$ cat src/rtl/watch_mode_scheduler.sv
`default_nettype none
// ============================================================================
// Module   : watch_mode_scheduler
// Brief    : Watch/stopwatch/cook-timer mode controller with alarm preemption,
//            button routing and FND value mux. Optional macro AUTO_RETURN_EN
//            adds an inactivity return to watch mode.
// Revision : 1.0 - initial release
// ============================================================================
module watch_mode_scheduler #(
    parameter int TICK_DIV = 100000,
    parameter int IDLE_MS  = 30000,
    parameter int BLINK_MS = 250
) (
    input  logic        clk,
    input  logic        reset_p,
    input  logic        btn_mode,
    input  logic [3:0]  btn_pe,
    input  logic [15:0] watch_value,
    input  logic [15:0] stop_value,
    input  logic [15:0] cook_value,
    input  logic        cook_alarm,
    input  logic        stopw_run,
    output logic [2:0]  mode,
    output logic        alarm_active,
    output logic        alarm_ack,
    output logic [3:0]  watch_btn,
    output logic [2:0]  stopw_btn,
    output logic [2:0]  cook_btn,
    output logic [15:0] value,
    output logic        fnd_blank
);

    localparam int TICK_W  = (TICK_DIV > 1) ? $clog2(TICK_DIV) : 1;
    localparam int BLINK_W = $clog2(BLINK_MS + 1);

    localparam logic [TICK_W-1:0]  c_TICK_LAST  = TICK_W'(TICK_DIV - 1);
    localparam logic [BLINK_W-1:0] c_BLINK_LAST = BLINK_W'(BLINK_MS - 1);
    localparam logic [2:0]         c_MODE_WATCH = 3'b001;
    localparam logic [2:0]         c_MODE_STOPW = 3'b010;
    localparam logic [2:0]         c_MODE_COOK  = 3'b100;

    typedef enum logic [1:0] {
        S_WATCH = 2'd0,
        S_STOPW = 2'd1,
        S_COOK  = 2'd2,
        S_ALARM = 2'd3
    } state_t;

    state_t               r_state;
    state_t               r_saved_state;
    state_t               w_next_state;
    logic                 r_cook_alarm_d;
    logic [TICK_W-1:0]    r_tick_cnt;
    logic [BLINK_W-1:0]   r_blink_cnt;
    logic [2:0]           r_mode;
    logic                 r_alarm_active;
    logic                 r_alarm_ack;
    logic [3:0]           r_watch_btn;
    logic [2:0]           r_stopw_btn;
    logic [2:0]           r_cook_btn;
    logic [15:0]          r_value;
    logic                 r_fnd_blank;

    logic w_tick;
    logic w_any_btn;
    logic w_alarm_rise;
    logic w_timeout;

    assign w_tick       = (r_tick_cnt == c_TICK_LAST);
    assign w_any_btn    = btn_mode | (|btn_pe);
    assign w_alarm_rise = cook_alarm & ~r_cook_alarm_d;

`ifdef AUTO_RETURN_EN
    localparam int IDLE_W = $clog2(IDLE_MS + 1);
    localparam logic [IDLE_W-1:0] c_IDLE_LIMIT = IDLE_W'(IDLE_MS);

    logic [IDLE_W-1:0] r_idle_cnt;
    logic              w_idle_state;

    assign w_idle_state = (r_state == S_STOPW) || (r_state == S_COOK);
    // A function-button press in the expiry cycle keeps the user in the app.
    assign w_timeout    = w_idle_state && (r_idle_cnt == c_IDLE_LIMIT) && !(|btn_pe);

    always_ff @(posedge clk) begin
        if (reset_p) begin
            r_idle_cnt <= '0;
        end else if ((w_next_state != r_state) || w_any_btn || !w_idle_state ||
                     ((r_state == S_STOPW) && stopw_run)) begin
            r_idle_cnt <= '0;
        end else if (w_tick && (r_idle_cnt != c_IDLE_LIMIT)) begin
            r_idle_cnt <= r_idle_cnt + 1'b1;
        end
    end
`else
    logic w_unused_stopw_run;

    assign w_unused_stopw_run = stopw_run;
    assign w_timeout          = 1'b0;
`endif

    // Priority: alarm edge, then mode button, then inactivity timeout.
    always_comb begin
        w_next_state = r_state;
        if (r_state == S_ALARM) begin
            if (w_any_btn) begin
                w_next_state = r_saved_state;
            end
        end else if (w_alarm_rise) begin
            w_next_state = S_ALARM;
        end else if (btn_mode) begin
            case (r_state)
                S_WATCH: w_next_state = S_STOPW;
                S_STOPW: w_next_state = S_COOK;
                default: w_next_state = S_WATCH;
            endcase
        end else if (w_timeout) begin
            w_next_state = S_WATCH;
        end
    end

    always_ff @(posedge clk) begin
        if (reset_p) begin
            r_state        <= S_WATCH;
            r_saved_state  <= S_WATCH;
            r_cook_alarm_d <= 1'b0;
            r_tick_cnt     <= '0;
            r_blink_cnt    <= '0;
            r_mode         <= c_MODE_WATCH;
            r_alarm_active <= 1'b0;
            r_alarm_ack    <= 1'b0;
            r_watch_btn    <= '0;
            r_stopw_btn    <= '0;
            r_cook_btn     <= '0;
            r_value        <= '0;
            r_fnd_blank    <= 1'b0;
        end else begin
            r_cook_alarm_d <= cook_alarm;
            r_tick_cnt     <= w_tick ? '0 : r_tick_cnt + 1'b1;
            r_state        <= w_next_state;
            r_alarm_active <= (w_next_state == S_ALARM);

            case (w_next_state)
                S_WATCH: r_mode <= c_MODE_WATCH;
                S_STOPW: r_mode <= c_MODE_STOPW;
                default: r_mode <= c_MODE_COOK;
            endcase

            case (r_state)
                S_WATCH: r_value <= watch_value;
                S_STOPW: r_value <= stop_value;
                default: r_value <= cook_value;
            endcase

            r_watch_btn <= '0;
            r_stopw_btn <= '0;
            r_cook_btn  <= '0;
            r_alarm_ack <= 1'b0;
            case (r_state)
                S_WATCH: if (!w_alarm_rise) r_watch_btn <= btn_pe;
                S_STOPW: if (!w_alarm_rise) r_stopw_btn <= btn_pe[2:0];
                S_COOK:  if (!w_alarm_rise) r_cook_btn  <= btn_pe[2:0];
                default: r_alarm_ack <= w_any_btn;
            endcase

            if (r_state != S_ALARM) begin
                if (w_alarm_rise) begin
                    r_saved_state <= r_state;
                    r_blink_cnt   <= '0;
                end
                r_fnd_blank <= 1'b0;
            end else if (w_any_btn) begin
                r_fnd_blank <= 1'b0;
            end else if (w_tick) begin
                if (r_blink_cnt == c_BLINK_LAST) begin
                    r_blink_cnt <= '0;
                    r_fnd_blank <= ~r_fnd_blank;
                end else begin
                    r_blink_cnt <= r_blink_cnt + 1'b1;
                end
            end
        end
    end

    assign mode         = r_mode;
    assign alarm_active = r_alarm_active;
    assign alarm_ack    = r_alarm_ack;
    assign watch_btn    = r_watch_btn;
    assign stopw_btn    = r_stopw_btn;
    assign cook_btn     = r_cook_btn;
    assign value        = r_value;
    assign fnd_blank    = r_fnd_blank;

endmodule
`default_nettype wire

$ cat config.mk
export PLATFORM = sky130hd
export DESIGN_NAME = watch_mode_scheduler
export DESIGN_NICKNAME = d
export VERILOG_FILES = /design/src/rtl/watch_mode_scheduler.sv
export SDC_FILE = /design/constraint.sdc
export NUM_CORES = 1
export LEC_CHECK = 0
export ABC_AREA = 1
export CAP_MARGIN = 15
export CORE_UTILIZATION = 30
export CTS_CLUSTER_SIZE = 12
export DETAILED_ROUTE_END_ITERATION = 7
export PLACE_DENSITY = 0.58
export RECOVER_POWER = 25
export SLEW_MARGIN = 0
export SYNTH_ARGS = -nofsm -noshare
export SYNTH_HDL_FRONTEND = slang
export SYNTH_SLANG_ARGS = --single-unit
$ cat constraint.sdc
create_clock -name clk -period 1.4 [get_ports clk]
set_input_delay 0.28 -clock clk [delete_from_list [all_inputs] [get_ports clk]]
set_output_delay 0.28 -clock clk [all_outputs]
set_load 0.005 [all_outputs]
Yosys cells after proc, flatten, opt, wreduce, memory -nomap -nowiden. Index checks and enable logic that the tools add are counted.

Bits in registers: 62. Input port bits: 57. Output and inout port bits: 32.

Add/subtract/negate cells: 2. Equality and inequality tests: 10. Multiplexer cells: 13. Bitwise logic cells: 7. Reductions and logical operators: 13.

Operators by type and width (count): $mux W8 (5); $pmux W16 S2 (1); $add A17 B1 Y17 const B (1); $eq A17 B17 Y1 const B (1); $add A8 B1 Y8 const B (1); $eq A8 B8 Y1 const B (1); $mux W2 (4); $reduce_or A4 Y1 (2); $eq A2 B2 Y1 const B (3); $pmux W3 S2 (1); $reduce_or A2 Y1 (3); $reduce_or A3 Y1 (2); $not A1 Y1 (5); $eq A2 B1 Y1 const B (2); $logic_not A2 Y1 (2); $ne A2 B2 Y1 const B (2); $pmux W2 S2 (1); $reduce_and A2 Y1 (2); $mux W3 (1); $reduce_and A3 Y1 (1); $ne A2 B1 Y1 const B (1); $reduce_bool A2 Y1 (1); $and A1 B1 Y1 (1); $or A1 B1 Y1 (1).

Longest topological paths before layout. Gate-level depths: netlist of the first run.

Word-level depth: 7. Gate-level depth with buffers: 11. Gate-level depth less buffers: 10.

Worst setup path after synthesis of the first run. No wires, ideal clock.

Kind: reg-to-reg. Start: register r_tick_cnt[0]. End: register r_blink_cnt[6]. Library setup time: 0.113 ns. Arrival time: 1.374 ns. Required time: 1.287 ns. Path slack: -0.087 ns. Stages on the path, launching flop included: 12. Buffers on the path: 1. Cell sequence: dfxtp_1 ha_1 nand2_2 nor2_8 nand2_4 nor2_8 nand3_4 nand2_4 buf_12 nand2_1 nand2_1 nor2_1.

Cells in the longest elaborated chain, start to end: 3.

RTL lines: start: declaration (line 53) `logic [TICK_W-1:0] r_tick_cnt;`; start signal: assignment (line 138) `r_tick_cnt <= w_tick ? '0 : r_tick_cnt + 1'b1;`; $eq A17 B17 Y1 (line 69) `assign w_tick = (r_tick_cnt == c_TICK_LAST);`; $reduce_bool A2 Y1 (no source line); $reduce_and A3 Y1 (no source line); end signal: assignment (line 178) `r_blink_cnt <= r_blink_cnt + 1'b1;`; end: declaration (line 54) `logic [BLINK_W-1:0] r_blink_cnt;`.

No other way between the ends. A chain may end at the register's enable or synchronous reset.

Final worst setup path of the first run.
Start: register r_tick_cnt[0]. End: register r_blink_cnt[1].

The elaborated chain is that of the path after synthesis.

==> results of run 1 <==
critical path, stage by stage (launching register included):
cell	delay [ns]
dfxtp_4	0.36
ha_4	0.14
nand2_4	0.07
nor2_8	0.10
nand2_4	0.07
nor2_8	0.11
nand3_4	0.13
buf_6	0.18
nand3_2	0.06
a21oi_2	0.05
layout make-up:
| cell class | instances | area share (%) |
|---|---|---|
| inverters | 49 | 4.205 |
| multi-input cells | 277 | 34.27 |
| flip-flops and latches | 62 | 27.80 |
| clock inverters | 1 | 0.1107 |
| well taps | 129 | 3.568 |
| clock buffers | 14 | 3.596 |
| repair buffers | 132 | 26.45 |
state kept, by name, indices dropped and copies added, names as in the netlist, 2 cells and up:
signal,count
r_tick_cnt,17
cook_btn,3
r_state,2
r_blink_cnt,8
watch_btn,4
stopw_btn,3
value,16
mode,3
r_saved_state,2
metal layers:
layer  up-vias  routed length [microns]  global-route usage [%]
met4         2                      141                   6.912
met1      1399                     3284                   17.43
met5         -                       13                       0
met2        82                     3780                   28.56
li1       1548                        -                       -
met3        17                      542                   5.409
stage by stage:
stage / power [W] / TNS (ns) / hold WS (ns)
2_1_floorplan: 0.002289 / -0.2623 / 0.3922
3_3_place_gp: 0.002740 / -7.087 / 0.4287
3_5_place_dp: 0.002749 / -7.243 / 0.4359
4_1_cts: 0.004089 / -0.01955 / 0.4540
5_1_grt: 0.004275 / -0.7091 / 0.4514
6_report: 0.004051 / 0 / 0.4432
kinds of logic (layout without fill, tap and decap cells):
family / after synthesis / in the layout / share of synthesized area (%)
adders and majority gates: 3 / 3 / 1.283
xor gates and xnor gates: 8 / 8 / 2.395
DFF: 62 / 62 / 42.43
buffers and inverters: 63 / 196 / 8.982
AOI/OAI and AO/OA: 21 / 21 / 4.491
and+or+nand+nor: 244 / 245 / 40.42
where the power goes:
group / internal (W) / leakage (nW) / total (W) / switching (W)
sequential: 0.00186 / 0.512 / 0.00191 / 0.0000443
combinational: 0.000410 / 1.48 / 0.000772 / 0.000363
clock: 0.000729 / 0.0865 / 0.00137 / 0.000642
total: 0.00300 / 2.07 / 0.00405 / 0.00105
layout by cell type, fill, tap and decap left out, types with 4 or more instances in the layout:
cell type	synthesis	final
nand3_1	74	68
clkbuf_8	0	11
nor2_1	50	41
buf_4	1	42
o21ai_0	5	5
a21oi_1	8	7
nand4_1	8	8
inv_2	3	4
xor2_1	5	5
nand2_2	7	10
a21oi_2	6	7
nor2_2	2	10
clkdlybuf4s50_1	0	54
nand3_2	1	5
inv_1	44	41
dfxtp_2	0	7
dlygate4sd2_1	0	33
dfxtp_1	62	53
nand2_1	77	73
nor3_1	11	10
timing repair:
| action | 4_1_cts | 5_1_grt |
|---|---|---|
| cloned | 1 | 0 |
| setup endpoints to repair | 55 | 34 |
| buffers inserted | 4 | 2 |
| pin swaps | 12 | 4 |
| gates resized for setup | 49 | 22 |
final timing paths:
| check | slack [ns] | endpoint | cells after the start |
|---|---|---|---|
| worst max-delay path | 0.01 | r_blink_cnt[1] | 9 |
| worst min-delay path | 0.44 | r_tick_cnt[0] | 1 |
| worst max register to register | 0.01 | r_blink_cnt[1] | 9 |
| worst min register to register | 0.44 | r_tick_cnt[0] | 1 |
==> out/results.tsv, run 1 <==
stage	metric	value	unit
logic_synthesis	main area contributors after synthesis	dfxtp_1 (42%), nand3_1 (13%), nand2_1 (9.9%), nor2_1 (6.4%), inv_1 (5.6%)	
critical_path	CP Capture Type	register	
logic_synthesis	number of flops mapped to enable cells by yosys	0	
sta	Final Setup Violations	0	
floorplan	Starting Density	31.36	%
placed_design	dpl hpwl	6045	microns
logic_synthesis	Seq/Total Area, Yosys	42.43	%
routing	DRT Wirelength	7762	microns
clock_tree	CTS Buffer Depth	2	
logic_synthesis	fraction of registers with async set/reset	0	%
logic_synthesis	YS warnings	0	
logic_synthesis	main flop type after synthesis	dfxtp_1	
layout	area of the multi-input gates	1550	sq um
sta	min cycle time layout	1.388	ns
sta	slack of the critical path	0.01173	ns
global_route	gr ovfl total	0	
placed_design	Post-Place Setup Slack	-0.4400	ns
floorplan	io pins	89	
routing	drt initial violations	57	
pwr	PwrDens	895.6	nW/um^2
status	status	finished, final reports clean	
layout	fin cells	664	
sta	fin. max-slew vios	0	
pwr	Leak	2.075	nW
critical_path	critical path startpoint category	register	
global_route	vias in the first global route	2875	
clock_tree	Post-CTS Hold Buffers	0	
logic_synthesis	Mapped Area	2925	sq um
sta	Tightest Pin Transition	0.3876	ns
critical_path	crit path from	r_tick_cnt[0]	
logic_synthesis	Cells after Synth	401	
critical_path	Worst Path Required	1.63	ns
sta	Final period util	99.16	%
floorplan	die width	100.7	microns
global_route	pin count of the biggest net entering global routing	29	
clock_tree	clock sink count	62	
sta	Slew headroom	73.95	%
floorplan	Cell Rows	35	
routing	post-DR vias/cell	4.590	
layout	fillcell total	921	
worst_hold_path	Hold Path Class	reg -> reg	
logic_synthesis	area leader, netlist	dfxtp_1	
placed_design	Post-Place Cell Area	4222	sq um
logic_synthesis	syn_area_per_cell	7.295	sq um
global_route	GRT Util Overall	16.09	%
routing	via count	3048	
critical_path	critical path class	reg -> reg	
layout	flip-flop and latch area	1257	sq um
placed_design	routability-driven placement congestion ratio	0.8132	
clock_tree	Root Buffer	clkbuf_8	
layout	Post-Layout Inst Area	4523	sq um
clock_tree	htree depth	3	
routing	ANT nets after route	0	
logic_synthesis	commonest cells in the netlist	nand2_1 (77), nand3_1 (74), dfxtp_1 (62), nor2_1 (50), inv_1 (44)	
placed_design	port bufs	87	
clock_tree	Clock Latency Late Sink	0.34	ns
floorplan	Die ar.	10150	sq um
critical_path	CP Max Fanout	5	
routing	WL per Instance	11.69	microns
global_route	initial antenna violation count	1	
logic_synthesis	area share of the largest cell type after synthesis	42.43	%
critical_path	R2R Path Start	r_tick_cnt[0]	
clock_tree	CTS tree	built	
floorplan	die height	100.7	microns
logic_synthesis	FF+latch count, synth	62	
global_route	first-pass GRT wire length	12710	microns
routing	drt drc	0	
placed_design	DP Cell Count	642	
worst_hold_path	worst hold start	r_tick_cnt[0]	
logic_synthesis	Synth cell types	34	
sta	skew final	0.008967	ns
layout	Antenna diodes	0	
layout	Area Growth Syn to Fin	54.62	%
sta	fmax	0.7203	GHz
pwr	maximum vdd drop	0.3908	mV
sta	final hold vios	0	
layout	Final Util	48.49	%
clock_tree	CTS clk-pin slew, worst paths	0.06	ns
critical_path	Worst EP arrival	1.62	ns
layout	fin nets	591	
layout	share of cells above drive strength 1	22.62	%
clock_tree	CTS buffer count	9	
run	max-cap viol count	0	
sta	RSZ-0062 raised after global routing	true	
routing	First-pass DRT Iterations	4	
logic_synthesis	Post-Syn Nets	461	
logic_synthesis	most common cell in the netlist	nand2_1	
floorplan	core box area	9328	sq um
(Power assumes the default switching activity.)
==> inputs of run 2 (changes only) <==
CTS_CLUSTER_DIAMETER = 200   (was default)
==> results of run 2 <==
Same layout as run 1: the final DEF is identical, and so are final timing and power.
==> inputs of run 3 (changes only) <==
CTS_BUF_LIST = sky130_fd_sc_hd__clkbuf_8   (was default)
==> run 3 against run 2 <==
Non-clock buffer count did not move. Largest power group unchanged. Highest routed layer unchanged. Critical path type unchanged. Power fell by 0.65%. Via count fell by 0.39%. Global-route usage did not move.
==> out/results.tsv, run 3 (synthesized netlist as in run 1, its figures left out) <==
stage	metric	value	unit
global_route	initial antenna violation count	1	
sta	RSZ-0062 raised after global routing	true	
pwr	maximum vdd drop	0.3909	mV
critical_path	CP Capture Type	register	
floorplan	Starting Density	31.36	%
floorplan	die width	100.7	microns
layout	Post-Layout Inst Area	4523	sq um
clock_tree	Clock Latency Late Sink	0.33	ns
sta	Tightest Pin Transition	0.3881	ns
placed_design	routability-driven placement congestion ratio	0.8132	
floorplan	Cell Rows	35	
global_route	gr ovfl total	0	
critical_path	critical path startpoint category	register	
layout	fin nets	591	
routing	drt initial violations	57	
global_route	first-pass GRT wire length	12710	microns
global_route	M3 GR Usage	5.409	%
critical_path	critical path class	reg -> reg	
routing	First-pass DRT Iterations	6	
global_route	met1 Track Usage GR	17.43	%
sta	Final Setup Violations	0	
status	status	finished, final reports clean	
layout	commonest cells after routing, fill and taps aside	nand2_1 (73), nand3_1 (68), clkdlybuf4s50_1 (54)	
sta	final hold vios	0	
clock_tree	Root Buffer	clkbuf_8	
routing	post-DR vias/cell	4.572	
clock_tree	CTS Buffer Depth	2	
routing	via count	3036	
worst_hold_path	Hold Path Class	reg -> reg	
clock_tree	CTS tree	built	
floorplan	io pins	89	
clock_tree	clock sink count	62	
sta	fin. max-slew vios	0	
sta	hold_ws	0.4432	ns
pwr	Leak	2.087	nW
critical_path	Worst EP arrival	1.62	ns
clock_tree	htree depth	3	
layout	share of cells above drive strength 1	22.62	%
layout	flip-flop and latch area	1257	sq um
layout	area of the multi-input gates	1550	sq um
sta	Final period util	99.17	%
floorplan	Die ar.	10150	sq um
sta	min cycle time layout	1.388	ns
global_route	GR Util met2	28.56	%
critical_path	Worst Path Required	1.63	ns
clock_tree	CTS clk-pin slew, worst paths	0.06	ns
layout	Biggest register	r_tick_cnt	
clock_tree	CTS buffer count	9	
layout	fin cells	664	
global_route	pin count of the biggest net entering global routing	29	
layout	Antenna diodes	0	
global_route	GRT Util Overall	16.09	%
global_route	gr busiest metal	met2	
pwr	PwrDens	889.8	nW/um^2
layout	most common cell after layout, fill and taps aside	nand2_1	
critical_path	CP Max Fanout	5	
placed_design	Post-Place Cell Area	4222	sq um
run	max-cap viol count	0	
routing	ANT nets after route	0	
layout	Final Util	48.49	%
placed_design	DP Cell Count	642	
placed_design	port bufs	87	
routing	drt drc	0	
routing	DRT Wirelength	7764	microns
placed_design	dpl hpwl	6045	microns
sta	fmax	0.7203	GHz
layout	Area Growth Syn to Fin	54.62	%
layout	max reg flops	17	
clock_tree	Post-CTS Hold Buffers	0	
floorplan	die height	100.7	microns
pwr	total design power	0.004024	W
layout	fillcell total	921	
floorplan	core box area	9328	sq um
sta	Slew headroom	73.91	%
global_route	vias in the first global route	2875	
routing	WL per Instance	11.69	microns
sta	skew final	0.007862	ns
[run 3: changes by cell type in the layout (fill, tap and decap cells not counted), sizes merged]
cell    change
clkbuf      -3
inv         +3
[run 3: critical path, stage by stage (launching register included)]
cell and delay [ns]:
dfxtp_4 0.36, ha_4 0.14, nand2_4 0.07, nor2_8 0.10, nand2_4 0.07, nor2_8 0.11
nand3_4 0.13, buf_6 0.18, nand3_2 0.06, a21oi_2 0.05
[run 3: final timing paths]
check	to	cells past startpoint	startpoint	slack, ns
setup / recovery	r_blink_cnt[1]	9	r_tick_cnt[0]	0.01
hold / removal	r_tick_cnt[0]	1	r_tick_cnt[0]	0.44
hold reg to reg	r_tick_cnt[0]	1	r_tick_cnt[0]	0.44
setup reg to reg	r_blink_cnt[1]	9	r_tick_cnt[0]	0.01
[run 3: stage by stage]
| step | setup WS (ns) | TNS (ns) |
|---|---|---|
| final | 0.01164 | 0 |
| after global routing | -0.07943 | -0.7089 |
| after CTS | -0.01067 | -0.01955 |
| after detailed placement | -0.4400 | -7.243 |
| after global placement | -0.4228 | -7.087 |
| after floorplan | -0.05636 | -0.2623 |
[run 3: cell type report]
| class | count | share of cell area (%) |
|---|---|---|
| Tap cell | 129 | 3.568 |
| Clock inverter | 4 | 0.3596 |
| Clock buffer | 11 | 3.347 |
| Multi-Input combinational cell | 277 | 34.27 |
| Timing Repair Buffer | 132 | 26.45 |
| Inverter | 49 | 4.205 |
| Sequential cell | 62 | 27.80 |
[run 3: what timing repair did]
action / in CTS / in global routing
resized for setup: 49 / 22
buffers inserted: 4 / 2
pin swaps: 12 / 4
setup endpoints to repair: 55 / 34
gates cloned: 1 / 0
[run 3: power breakdown]
| part | switching, W | leakage, nW | internal, W |
|---|---|---|---|
| Combinational | 0.000362 | 1.48 | 0.000410 |
| Clock | 0.000638 | 0.0990 | 0.000707 |
| Sequential | 0.0000443 | 0.512 | 0.00186 |
[run 3: routing by layer]
metal	wire, microns	vias up	share of wire [%]
met2	3815	81	49
met4	111	2	1.4
li1	-	1548	-
met1	3281	1393	42
met5	13	-	0.17
met3	541	12	7.0
